$ cat src/rtl/poly_eval_pkg.sv
// Shared types for the polynomial evaluator: FSM states and ALU operations.
package poly_eval_pkg;

   // ST_RLOAD is the load of the leading coefficient entered from reset;
   // ST_LOAD covers every other slot and the return after an evaluation.
   typedef enum logic [2:0] {
      ST_RLOAD = 3'd0,
      ST_LOAD  = 3'd1,
      ST_WAIT  = 3'd2,
      ST_MUL   = 3'd3,
      ST_ADD   = 3'd4
   } state_e;

   typedef enum logic {
      OP_ADD = 1'b0,
      OP_MUL = 1'b1
   } alu_op_e;

   // Both load states capture data_in identically.
   function automatic logic is_load_state(input state_e s);
      return (s == ST_RLOAD) || (s == ST_LOAD);
   endfunction

endpackage

$ cat src/rtl/poly_eval_if.sv
// Operator-facing bus of the polynomial evaluator.
//
// Handshake: the operator drives go and data_in. go is level-sampled on each
// rising clk edge. In a load slot, data_in is captured on every edge, and the
// first edge that sees go=1 freezes the slot. The slot stays frozen while
// go remains 1. The edge that sees go=0 advances to the next slot; after the
// x slot, that edge starts compute instead. go and data_in are ignored
// during compute. data_result is meaningful while result_valid=1.
interface poly_eval_if #(parameter int W = 8);
   import poly_eval_pkg::*;

   logic         go;
   logic [W-1:0] data_in;
   logic [W-1:0] data_result;
   logic         result_valid;
   logic         busy;
   logic         overflow;
   state_e       dbg_state;

   modport master (
      output go, data_in,
      input  data_result, result_valid, busy, overflow, dbg_state
   );

   modport slave (
      input  go, data_in,
      output data_result, result_valid, busy, overflow, dbg_state
   );

endinterface

$ cat src/rtl/poly_eval_alu.sv
// Combinational add/multiply unit, truncating to W bits. A flag reports when
// the full-width result did not fit.
module poly_eval_alu
   import poly_eval_pkg::*;
#(
   parameter int W = 8
) (
   input  alu_op_e      op_i,
   input  logic [W-1:0] a_i,
   input  logic [W-1:0] b_i,
   output logic [W-1:0] y_o,
   output logic         ovf_o
);

   logic [2*W-1:0] prod;
   logic [W:0]     sum;

   // Compute both results at full width, then pick one and flag lost upper bits.
   always_comb begin
      prod = {{W{1'b0}}, a_i} * {{W{1'b0}}, b_i};
      sum  = {1'b0, a_i} + {1'b0, b_i};
      if (op_i == OP_MUL) begin
         y_o   = prod[W-1:0];
         ovf_o = |prod[2*W-1:W];
      end else begin
         y_o   = sum[W-1:0];
         ovf_o = sum[W];
      end
   end

endmodule

$ cat src/rtl/poly_eval.sv
// Sequential Horner evaluator: y = sum a_i * x^i mod 2^W.
// The operator loads a_DEGREE down to a_0, then x. The block then spends one
// MUL and one ADD cycle per remaining coefficient.
module poly_eval
   import poly_eval_pkg::*;
#(
   parameter int W      = 8,
   parameter int DEGREE = 3
) (
   input  logic       clk,
   input  logic       reset,
   poly_eval_if.slave bus
);

   // Slots 0..DEGREE hold a_DEGREE..a_0; slot DEGREE+1 is x.
   localparam int IW = $clog2(DEGREE + 2);
   localparam int CW = $clog2(DEGREE + 1);
   localparam logic [IW-1:0] LAST_COEF = IW'(DEGREE);
   localparam logic [IW-1:0] X_SLOT    = IW'(DEGREE + 1);

   state_e        state_q;
   logic [IW-1:0] idx_q;
   logic [W-1:0]  coef_q [0:DEGREE];
   logic [W-1:0]  x_q;
   logic [W-1:0]  acc_q;
   logic [W-1:0]  result_q;
   logic          valid_q;
   logic          valid_pend_q;
   logic          busy_q;
   logic          ovf_q;

   logic [CW-1:0] coef_idx;
   alu_op_e       alu_op_d;
   logic [W-1:0]  alu_b_d;
   logic [W-1:0]  alu_y;
   logic          alu_ovf;

   assign coef_idx = idx_q[CW-1:0];

   // Pick the ALU operation from the compute phase. MUL scales by x; ADD
   // folds in the coefficient that the shared index points at.
   always_comb begin
      alu_op_d = OP_ADD;
      alu_b_d  = coef_q[coef_idx];
      if (state_q == ST_MUL) begin
         alu_op_d = OP_MUL;
         alu_b_d  = x_q;
      end
   end

   poly_eval_alu #(.W(W)) u_alu (
      .op_i  (alu_op_d),
      .a_i   (acc_q),
      .b_i   (alu_b_d),
      .y_o   (alu_y),
      .ovf_o (alu_ovf)
   );

   // Operand storage: the current load slot follows data_in every cycle.
   always_ff @(posedge clk) begin
      if (reset) begin
         coef_q <= '{default: '0};
         x_q    <= '0;
      end else if (is_load_state(state_q)) begin
         if (idx_q == X_SLOT) begin
            x_q <= bus.data_in;
         end else if (idx_q <= LAST_COEF) begin
            coef_q[coef_idx] <= bus.data_in;
         end
      end
   end

   // Control FSM with registered status outputs and the Horner accumulator.
   always_ff @(posedge clk) begin
      if (reset) begin
         state_q      <= ST_RLOAD;
         idx_q        <= '0;
         acc_q        <= '0;
         result_q     <= '0;
         valid_q      <= 1'b0;
         valid_pend_q <= 1'b0;
         busy_q       <= 1'b0;
         ovf_q        <= 1'b0;
      end else begin
         valid_pend_q <= 1'b0;
         case (state_q)
            ST_RLOAD, ST_LOAD: begin
               if (bus.go) begin
                  state_q <= ST_WAIT;
                  // A new evaluation begins; the old result is no longer current.
                  if (idx_q == '0) valid_q <= 1'b0;
               end
            end
            ST_WAIT: begin
               if (!bus.go) begin
                  if (idx_q == X_SLOT) begin
                     state_q <= ST_MUL;
                     acc_q   <= coef_q[0];
                     idx_q   <= IW'(1);
                     ovf_q   <= 1'b0;
                     busy_q  <= 1'b1;
                  end else begin
                     state_q <= ST_LOAD;
                     idx_q   <= idx_q + IW'(1);
                  end
               end
            end
            ST_MUL: begin
               acc_q   <= alu_y;
               ovf_q   <= ovf_q | alu_ovf;
               state_q <= ST_ADD;
            end
            ST_ADD: begin
               acc_q <= alu_y;
               ovf_q <= ovf_q | alu_ovf;
               if (idx_q == LAST_COEF) begin
                  result_q     <= alu_y;
                  state_q      <= ST_LOAD;
                  idx_q        <= '0;
                  busy_q       <= 1'b0;
                  valid_pend_q <= 1'b1;
               end else begin
                  idx_q   <= idx_q + IW'(1);
                  state_q <= ST_MUL;
               end
            end
            default: begin
               state_q <= ST_RLOAD;
               idx_q   <= '0;
               busy_q  <= 1'b0;
            end
         endcase
         // result_valid rises one cycle after the final ADD wrote data_result.
         if (valid_pend_q) valid_q <= 1'b1;
      end
   end

   assign bus.data_result  = result_q;
   assign bus.result_valid = valid_q;
   assign bus.busy         = busy_q;
   assign bus.overflow     = ovf_q;
   assign bus.dbg_state    = state_q;

endmodule

$ cat src/flat_wrapper.sv
// flat-port wrapper written by rule: the top's interface ports become plain ports
module poly_eval_flat import poly_eval_pkg::*;
#(
   parameter int W      = 8,
   parameter int DEGREE = 3
)
  (clk, reset, bus_go, bus_data_in, bus_data_result, bus_result_valid, bus_busy, bus_overflow, bus_dbg_state);
  poly_eval_if #(.W(W)) bus_i ();
  input  logic clk;
  input  logic reset;
  input wire logic [$bits(bus_i.go)-1:0] bus_go;
  input wire logic [$bits(bus_i.data_in)-1:0] bus_data_in;
  output wire logic [$bits(bus_i.data_result)-1:0] bus_data_result;
  output wire logic [$bits(bus_i.result_valid)-1:0] bus_result_valid;
  output wire logic [$bits(bus_i.busy)-1:0] bus_busy;
  output wire logic [$bits(bus_i.overflow)-1:0] bus_overflow;
  output wire logic [$bits(bus_i.dbg_state)-1:0] bus_dbg_state;
  assign bus_i.go = bus_go;
  assign bus_i.data_in = bus_data_in;
  assign bus_data_result = bus_i.data_result;
  assign bus_result_valid = bus_i.result_valid;
  assign bus_busy = bus_i.busy;
  assign bus_overflow = bus_i.overflow;
  assign bus_dbg_state = bus_i.dbg_state;
  poly_eval #(.W(W), .DEGREE(DEGREE)) u_core (.clk(clk), .reset(reset), .bus(bus_i));
endmodule
$ cat config.mk
export PLATFORM = sky130hd
export DESIGN_NAME = poly_eval_flat
export DESIGN_NICKNAME = d
export VERILOG_FILES = /design/src/rtl/poly_eval_pkg.sv /design/src/rtl/poly_eval_if.sv /design/src/rtl/poly_eval_alu.sv /design/src/rtl/poly_eval.sv /design/src/flat_wrapper.sv
export SDC_FILE = /design/constraint.sdc
export NUM_CORES = 1
export LEC_CHECK = 0
export ABC_AREA = 1
export CORE_MARGIN = 4
export CORE_UTILIZATION = 56
export DETAILED_ROUTE_END_ITERATION = 8
export PLACE_DENSITY = 0.73
export SLEW_MARGIN = 20
export SYNTH_ARGS = -nofsm -noshare
export SYNTH_HDL_FRONTEND = slang
export SYNTH_HIERARCHICAL = 1
export SYNTH_SLANG_ARGS = --single-unit
$ cat constraint.sdc
create_clock -name clk -period 6.6 [get_ports clk]
set_input_delay 0.66 -clock clk [delete_from_list [all_inputs] [get_ports clk]]
set_output_delay 0.66 -clock clk [all_outputs]
set_load 0.03 [all_outputs]
## Word level (Yosys, flattened, before mapping)

Index checks and enable logic that the tools add are counted.

| operators by class | value |
|---|---|
| add/subtract/negate cells | 2 |
| eq/ne operators | 10 |
| reduce and logical (&&, ||, !) cells | 21 |
| magnitude comparators | 3 |
| bitwise operators | 5 |
| $mul | 1 |
| muxes and demuxes | 34 |

Operators by type and width:

| kind | count |
|---|---|
| $mux 8 | 7 |
| $bwmux 32 | 1 |
| $bmux 8 s2 | 1 |
| $demux 8 s2 | 1 |
| $mul 8x8->16 | 1 |
| $pmux 8 s2 | 1 |
| $mux 3 | 5 |
| $mux 1 | 12 |
| $pmux 3 s4 | 1 |
| $add 8x8->9 | 1 |
| $eq 3x2->1 const B | 3 |
| $pmux 3 s3 | 1 |
| $reduce_and 3->1 | 3 |
| $reduce_and 2->1 | 4 |
| $reduce_bool 2->1 | 4 |
| $reduce_or 8->1 | 1 |
| $eq 3x3->1 const B | 2 |
| $logic_not 3->1 | 2 |
| $reduce_or 2->1 | 3 |
| $mux 2 | 2 |
| $ne 2x1->1 const B | 2 |
| $ne 2x2->1 const B | 2 |
| $reduce_and 4->1 | 1 |
| $add 3x1->3 const B | 1 |
| other kinds (12) | 14 |

| word-level totals | value |
|---|---|
| register bits after elaboration | 66 |
| output and inout bits | 14 |
| word-level logic and storage cells | 89 |

## Longest topological paths before layout

Gate-level depths: netlist of run 1.

| logic depth | value |
|---|---|
| word-level depth | 10 |
| mapped depth | 31 |
| mapped depth without buffers | 29 |

## Modules after synthesis

Netlist of run 1, hierarchy kept.

Modules (own cells, without submodules):

| module | instances | cells each | area an instance (um^2) | sequential area each (um^2) |
|---|---|---|---|---|
| poly_eval | 1 | 454 | 3,124.2 | 1,321.3 |
| poly_eval_alu | 1 | 439 | 2,741.4 | 0.0 |

## Worst setup path after synthesis of run 1

OpenSTA, ideal clock, no wires.

| timing | value |
|---|---|
| path kind | flip-flop to flip-flop |
| start | register u_core.state_q[0] (netlist: u_core/bus.dbg_state[0]) |
| end | register u_core.ovf_q (netlist: u_core/bus.overflow) |
| setup time | 119 ps |
| arrival | 5,129 ps |
| clock period less this slack | 5,248 ps |
| path slack | 1,352 ps |
| buffers on the path | 1 |
| cell stages (with the launch flop) | 27 |
| path through | dfxtp_1 nand3_2 clkbuf_1 a31oi_1 nand2_1 fa_1 fa_1 inv_1 fa_1 inv_1 fa_1 inv_1 ha_1 nand2_1 inv_1 nand2_1 nand2_1 nand2_1 nand3_1 nand2_1 nand2_1 inv_1 nand3_1 nor2_1 nor2_1 o21ai_0 a21oi_1 |

| on the way | value |
|---|---|
| word-level cells in the longest chain between the ends | 7 |
| elaborated cells between the ends (all ways) | 16 |
| those cells by class | add/sub: 1; mul: 1; eq/ne: 5; mux: 4; bitwise: 1; reduce/logical: 4 |

Ends and longest elaborated chain:

| item | line | text |
|---|---|---|
| start: declaration | poly_eval.sv:21 | `state_e state_q;` |
| start signal: assignment | poly_eval.sv:76 | `state_q <= ST_RLOAD;` |
| start signal: assignment | poly_eval.sv:89 | `state_q <= ST_WAIT;` |
| start signal: assignment | poly_eval.sv:97 | `state_q <= ST_MUL;` |
| $eq 3x2->1 * | poly_eval.sv:45 | `if (state_q == ST_MUL) begin` |
| $mux 8 * | poly_eval.sv:45 |  |
| net u_core.alu_b_d[7] | poly_eval.sv:34 | `logic [W-1:0] alu_b_d;` |
| $mul 8x8->16 | poly_eval_alu.sv:20 | `prod = {{W{1'b0}}, a_i} * {{W{1'b0}}, b_i};` |
| $reduce_or 8->1 | poly_eval_alu.sv:24 | `ovf_o = \|prod[2*W-1:W];` |
| $mux 1 * | poly_eval_alu.sv:22 | `if (op_i == OP_MUL) begin` |
| net u_core.alu_ovf | poly_eval.sv:36 | `logic alu_ovf;` |
| $or 1x1->1 * | poly_eval.sv:110, poly_eval.sv:115 |  |
| $pmux 1 s2 * | poly_eval.sv:86 | `case (state_q)` |
| end signal: assignment | poly_eval.sv:110 | `ovf_q <= ovf_q \| alu_ovf;` |
| end signal: assignment | poly_eval.sv:115 | `ovf_q <= ovf_q \| alu_ovf;` |
| end: declaration | poly_eval.sv:30 | `logic ovf_q;` |

The timed path passes the listed nets; every way through them passes the cells marked *.
A chain may end at the register's enable or synchronous reset.

## Final worst setup path of run 1

| timing | value |
|---|---|
| start | register u_core.idx_q[0] |
| end | register u_core.ovf_q (netlist: u_core/bus.overflow) |

| on the way | value |
|---|---|
| word-level cells in the longest chain between the ends | 10 |
| elaborated cells between the ends (all ways) | 14 |
| those cells by class | add/sub: 1; mul: 1; eq/ne: 2; mux: 6; bitwise: 2; reduce/logical: 2 |

Ends and longest elaborated chain:

| item | line | text |
|---|---|---|
| start: declaration | poly_eval.sv:22 | `logic [IW-1:0] idx_q;` |
| start signal: assignment | poly_eval.sv:104 | `idx_q <= idx_q + IW'(1);` |
| start signal: assignment | poly_eval.sv:123 | `idx_q <= idx_q + IW'(1);` |
| $not 2->3 (not written as such) * | poly_eval.sv:44 | `alu_b_d = coef_q[coef_idx];` |
| $bmux 8 s2 * | poly_eval.sv:44 |  |
| $mux 8 (not written as such) * (2 in a row) | poly_eval.sv:44 |  |
| $mux 8 * | poly_eval.sv:45 |  |
| net u_core.alu_b_d[7] | poly_eval.sv:34 |  |
| $mul 8x8->16 | poly_eval_alu.sv:20 |  |
| $reduce_or 8->1 | poly_eval_alu.sv:24 |  |
| $mux 1 * | poly_eval_alu.sv:22 |  |
| net u_core.alu_ovf | poly_eval.sv:36 |  |
| $or 1x1->1 * | poly_eval.sv:110, poly_eval.sv:115 |  |
| $pmux 1 s2 * | poly_eval.sv:86 |  |

The timed path passes the listed nets; every way through them passes the cells marked *. The select of a mux whose other input is x is not followed.

==> results.md, run 1 <==
- Synth area leader: dfxtp_1
- Status: finished, final reports clean
- Pwr/cell area: about 190 nW/µm²
- Clock Root Buffer: clkbuf_8
- Drt first-iter violations: 476
- WL final: 14.9 mm
- Post-CTS sizing: 0
- Vias/cell: ~5.3
- Leakage: 3.57 nW
- Hold_ws: 0.439 ns
- Die width: 110 µm
- Post-CTS setup repair buffer count: 0
- Final setup violation count: 0
- Commonest cells post-synth: 224 x nand2_1, 179 x inv_1, 108 x nor2_1, 66 x dfxtp_1, 61 x o21ai_0
- Fmax: approximately 0.17 GHz
- Avg Synthesized Cell Area: 6.57 µm²
- Clock Skew: around 0.014 ns
- Slew headroom: a little under two fifths
- Die H: 110 µm
- Cells after Synth: 893
- Routed Antenna Nets: 0
- Arr. time, crit path: 6.24 ns
- Die area: 12200 µm²
- Synth Register Bits: 66
- Worst-case clock buffer depth: 2
- Antenna diode count: 0
- Hold-fix buffers at CTS: 0
- RSZ-0062 raised after global routing: no
- Initial core utilization: 57.1%
- Ys flop type: dfxtp_1
- Detailed Place HPWL: ~12 mm
- DRT Pass-1 Iters: 9
- Number of port buffers: 24
- Num rows: 37
- VDD IR-drop max: 0.237 mV
- Final net count: just over 1k
- Cts bufs inserted: 9
- Max Cap Viol: 0
- Reg clk slew, reported paths: 0.09 ns
- First-pass GRT wire length: 24.8 mm
- Fin. max-slew vios: 0
- Total power: 1.20 mW
- Synth top area cells: dfxtp_1 23%, nand2_1 14%, fa_1 13%
- # clock sinks: between 60 and 70
- Largest net degree at the start of global routing: 58
- Worst skew pair latency: about 0.35 ns
- Crit Path Class: reg -> reg
- Final Cell Area: 6430 µm²
- GRT overflow: 0
- Most frequent cell after synthesis: nand2_1
- Total GRT Usage: 25.9%
- Share of the synthesized area in the top cell type: 22.5%
- Sequential-to-total area share from yosys stat: 22.5%
- Setup_tns: 0 ns
- Initial antenna violation count: 0
- Post-synthesis cell type count: 33
- Share of layout cells above drive strength 1: 4.91%
- # fillers: 990
- Post-synthesis net count: 991
- Slew of the pin with the lowest slew margin: approximately 0.94 ns
- Hold crit path type: reg -> reg
- Synth Warn #: 6
- Placed cell areas: 6210 µm²
- Ports: 25
- Area of the multi-input gates: 3740 µm²
- Cell area after synthesis: 5870 µm²
- Min cycle time layout: 6.02 ns
- CORE AREA: 10300 µm²
- Total area of sequential cells: 1320 µm²
- Ys async rst share: 0%
- Final Hold Fails: 0
- Crit Path Max Fanout: 21
- Crit start category: flip-flop
- Area growth from synthesis to layout: 9.66%
- DRC: 0
- Routability cong.: 0.980
- Crit end category: flip-flop
- Vias in the first global route: 5348
- H-tree levels: 3
- Critical Path RT: 6.83 ns
- Ratio of final minimum period to clock period: 91.2%
- DR WL/cell: 14.1 µm
- TritonCTS clock tree: done
- Number of synthesized flops with an enable pin: 0
- Via count: 5588
[layout by cell type, fill, tap and decap left out, drive strengths merged]
cell type | synthesis | layout
nand2 | 228 | 228
fa | 37 | 37
clkdlybuf4s50 | 0 | 24
clkbuf | 10 | 10
a21oi | 52 | 52
nand3 | 45 | 45
ha | 50 | 50
dfxtp | 66 | 66
nor2 | 113 | 113
bufinv | 0 | 1
xnor2 | 1 | 1
buf | 13 | 7
inv | 184 | 187
nand3b | 1 | 1
nand4 | 6 | 6
o211ai | 1 | 1
nor3 | 9 | 9
clkinv | 2 | 4
o21ai | 61 | 61
xor2 | 3 | 3
a31oi | 8 | 8
a211oi | 1 | 1
o22ai | 1 | 1
o21a | 1 | 1
[flip-flops by register name (all words and copies together), names as in the netlist]
register                 count
u_core/x_q                   8
u_core/acc_q                 8
u_core/valid_pend_q          1
u_core/idx_q                 3
u_core/bus.dbg_state         3
u_core/bus.data_result       8
u_core/bus.result_valid      1
u_core/bus.overflow          1
u_core/bus.busy              1
u_core/coef_q               32
[routing by layer]
| metal | GRT usage (%) | part of all wire [%] | vias up |
|---|---|---|---|
| li1 | - | - | 2781 |
| met1 | 32.3 | 43 | 2552 |
| met2 | 45.6 | 48 | 223 |
| met3 | 4.60 | 6.7 | 32 |
| met4 | 7.39 | 2.3 | 0 |
| met5 | 0 | 0 | - |
[worst max-delay path, stage by stage, from the launching register on]
cell     delay [ns]
dfxtp_1        0.71
inv_1          0.47
a21oi_1        0.28
o21ai_0        0.14
a31oi_2        0.41
nand2_1        0.15
fa_1           0.55
fa_1           0.55
inv_1          0.05
fa_1           0.52
inv_1          0.05
fa_1           0.52
inv_1          0.04
ha_1           0.35
nand2_1        0.14
inv_1          0.05
nand2_1        0.10
nand2_1        0.06
nand2_1        0.07
nand3_1        0.06
nand2_1        0.07
nand2_1        0.04
inv_1          0.06
nand3_1        0.06
nor2_1         0.12
nor2_1         0.05
o21ai_0        0.15
a21oi_1        0.09
[cell type report]
| class | count | area share (%) |
|---|---|---|
| multi-input cells | 618 | 58.1 |
| flip-flops and latches | 66 | 20.5 |
| inverters | 186 | 10.9 |
| repair buffers | 31 | 4.55 |
| well taps | 136 | 2.65 |
| clock buffers | 10 | 2.14 |
| clock inverters | 6 | 1.09 |
[power breakdown]
part | internal, mW | total [mW] | switching [mW]
clock network | 0.189 | 0.364 | 0.175
logic | 0.138 | 0.393 | 0.255
registers | 0.415 | 0.444 | 0.0290
[cells by family (layout without fill, tap and decap cells)]
kind of cell / count (synthesis) / count (layout) / share of synthesized area (%)
flops: 66 / 66 / 22.5
simple gates: 402 / 402 / 28.6
xor+xnor: 4 / 4 / 0.597
fa+ha+maj: 87 / 87 / 23.3
buf+inv: 209 / 233 / 14.0
compound gates: 125 / 125 / 11.0
[metrics by stage]
step           worst slack, ns  cells  util, %
2_1_floorplan             1.35    893        -
3_3_place_gp             0.699   1037     60.4
3_5_place_dp             0.420   1037     60.4
4_1_cts                  0.411   1053     62.5
5_1_grt                  0.123   1053     62.6
6_report                 0.583   1053     62.6
[final timing paths]
check | start | endpoint | slack [ns] | depth (start not counted)
max | u_core/idx_q[0] | u_core/bus.overflow | 0.58 | 27
max reg2reg | u_core/idx_q[0] | u_core/bus.overflow | 0.58 | 27
min reg2reg | u_core/valid_pend_q | u_core/bus.result_valid | 0.44 | 2
min | u_core/valid_pend_q | u_core/bus.result_valid | 0.44 | 2
Note: power is estimated with default switching activity, not from simulation.
==> run 2: changes to the inputs <==
--- a/config.mk
+++ b/config.mk
@@ -7,9 +7,8 @@
 export LEC_CHECK = 0
 export ABC_AREA = 1
 export CORE_MARGIN = 4
-export CORE_UTILIZATION = 56
+export CORE_UTILIZATION = 45
 export DETAILED_ROUTE_END_ITERATION = 8
-export PLACE_DENSITY = 0.73
 export SLEW_MARGIN = 20
 export SYNTH_ARGS = -nofsm -noshare
 export SYNTH_HDL_FRONTEND = slang
==> run 2 against run 1 <==
  * First-iteration DRC count up 5.0%
  * Routed wire length rose by 2.2%
  * Sequential power hardly changed
  * Power increased by 9.2%
  * Worst hold slack about the same
  * Die area is 23% higher
  * Register-to-register slack improved by 0.37 ns
  * Largest power group is now clock
==> results.md, run 2 (same netlist as run 1, synthesis figures left out) <==
- Num rows: 41 (+11%)
- Pwr/cell area: 200 nW/µm² (+6.9%)
- Critical Path RT: 6.80 ns (-0.03 ns)
- Slew of the pin with the lowest slew margin: 0.796 ns (-0.148 ns)
- Commonest non-fill, non-tap cells in the layout: 224 x nand2_1, 179 x inv_1, 108 x nor2_1
- Final net count: 1013 (+0.30%)
- Total power: 1.31 mW (+9.2%)
- Hold crit path type: reg -> reg
- Status: finished, final reports clean
- Cts bufs inserted: 9 (unchanged)
- Fmax: 0.177 GHz (+6.6%)
- RSZ-0062 raised after global routing: no
- Area growth from synthesis to layout: 12.1%
- Min cycle time layout: 5.64 ns (-0.374 ns)
- GRT overflow: 0 (unchanged)
- Antenna diode count: 0 (unchanged)
- WL final: 15.2 mm (+2.2%)
- Hold-fix buffers at CTS: 0 (unchanged)
- Share of layout cells above drive strength 1: 4.90% (-0.011 points)
- Vias in the first global route: 5112 (-4.4%)
- Fin. max-slew vios: 0 (unchanged)
- Final setup violation count: 0 (unchanged)
- Post-CTS setup repair buffer count: 0 (unchanged)
- Max Cap Viol: 0 (unchanged)
- CP max stage cell: a31oi_1
- Leakage: 3.62 nW (+1.3%)
- Placed cell areas: 6280 µm² (+1.1%)
- Number of port buffers: 24 (unchanged)
- Largest register FFs: 32 (unchanged)
- DRC: 0 (unchanged)
- Ratio of final minimum period to clock period: 85.5% (-5.7 points)
- Max incr delay on CP: 0.61 ns (-0.10 ns)
- Post-CTS sizing: 0 (unchanged)
- Routed Antenna Nets: 0 (unchanged)
- Crit end category: flip-flop
- H-tree levels: 3 (unchanged)
- Routability cong.: 0.930 (-5.1%)
- R2R cell count: 24 (-11%)
- Cell Chain, Critical Path: clkinv_1, a21oi_1, o21ai_0, a31oi_1, nand2_1, fa_1, fa_1, inv_1, fa_1, inv_1, fa_1, inv_1, ha_1, nand2_1, nor2_1, nand2_1, nand4_1, nand3_1, nor2_1, nand3_1, nor2_1, nor2_1, o21ai_0, a21oi_1
- Initial core utilization: 46.3% (-11 points)
- DRT Pass-1 Iters: 5 (-4)
- Clock Skew: 0.00620 ns (-0.00792 ns)
- Total GRT Usage: 21.4% (-4.4 points)
- Die H: 122 µm (+11%)
- Initial antenna violation count: 0 (unchanged)
- VDD IR-drop max: 0.206 mV (-13%)
- Delay-heaviest family, CP: adder cells
- # clock sinks: 66 (unchanged)
- DR WL/cell: 13.9 µm (-1.3%)
- Ports: 25 (unchanged)
- Die width: 122 µm (+11%)
- Reg clk slew, reported paths: 0.05 ns (-0.04 ns)
- Slew headroom: 46.7% (+9.9 points)
- Hold_ws: 0.440 ns (+0.000290 ns)
- Post-Layout Cell Count: 1091 (+3.6%)
- Vias/cell: 5.06 (-4.6%)
- Final Hold Fails: 0 (unchanged)
- Final Cell Area: 6570 µm² (+2.2%)
- Crit path buf inv count: 4 (-2)
- CORE AREA: 12700 µm² (+23%)
- TritonCTS clock tree: done
- Levels on crit path: 24 (-11%)
- Largest net degree at the start of global routing: 40 (-31%)
- Via count: 5525 (-1.1%)
- Detailed Place HPWL: 11.8 mm (+1.3%)
- Setup_tns: 0 ns (unchanged)
- Crit Path Class: reg -> reg
- Placed Cells: 1076 (+3.8%)
- Crit Path Max Fanout: 10 (-52%)
- Clock Root Buffer: clkbuf_16
- First-pass GRT wire length: 25.3 mm (+2.0%)
- Hold Crit Depth: 2 (unchanged)
- Worst skew pair latency: 0.33 ns (-0.02 ns)
- Drt first-iter violations: 500 (+5.0%)
- Top reg by flops: u_core/coef_q
- Die area: 14900 µm² (+23%)
- Worst-case clock buffer depth: 2 (unchanged)
- Crit start category: flip-flop
- Arr. time, crit path: 5.85 ns (-0.39 ns)
- Commonest non-fill, non-tap cell in the layout: nand2_1
-- run 2: cell count changes in the layout (fill, tap and decap cells not counted), sizes merged --
cell,delta
inv,-2
clkbuf,-1
buf,+3
clkinvlp,+2
-- run 2: report_power, final --
group	internal (mW)	switching (mW)	leakage (nW)
Clock	0.291	0.181	0.138
Combinational	0.140	0.258	2.95
Sequential	0.416	0.0269	0.536
Total	0.846	0.466	3.62
-- run 2: metrics by stage --
step | setup WS (ns) | utilization, %
2_1_floorplan | 1.35 | -
3_3_place_gp | 1.01 | 49.6
3_5_place_dp | 1.01 | 49.6
4_1_cts | 0.990 | 51.9
5_1_grt | 0.517 | 51.9
6_report | 0.957 | 51.9
-- run 2: final cells by class --
cell class / instances / area (µm²)
clock buffer: 9 / 225
inverter: 186 / 703
tap: 172 / 215
fill: 1334 / 6100
sequential: 66 / 1320
timing repair buffer: 34 / 315
multi-input combinational: 618 / 3720
clock inverter: 6 / 67.6
-- run 2: worst paths after layout --
kind	from	to	slack [ns]
setup / recovery	u_core/idx_q[1]	u_core/bus.overflow	0.96
hold reg to reg	u_core/valid_pend_q	u_core/bus.result_valid	0.44
setup reg to reg	u_core/idx_q[1]	u_core/bus.overflow	0.96
hold / removal	u_core/valid_pend_q	u_core/bus.result_valid	0.44
-- run 2: routing by layer --
layer  track usage [%]  wire length, µm
met5                 0                0
met4              3.92              148
met3              4.32             1110
met2              32.5             6620
met1              31.8             7340
-- run 2: tightest hold or removal path: cells and delay by family (launching register included) --
kind | cells | cell delay, ns
compound gates | 1 | 0.03
flops | 1 | 0.31
simple gates | 1 | 0.06
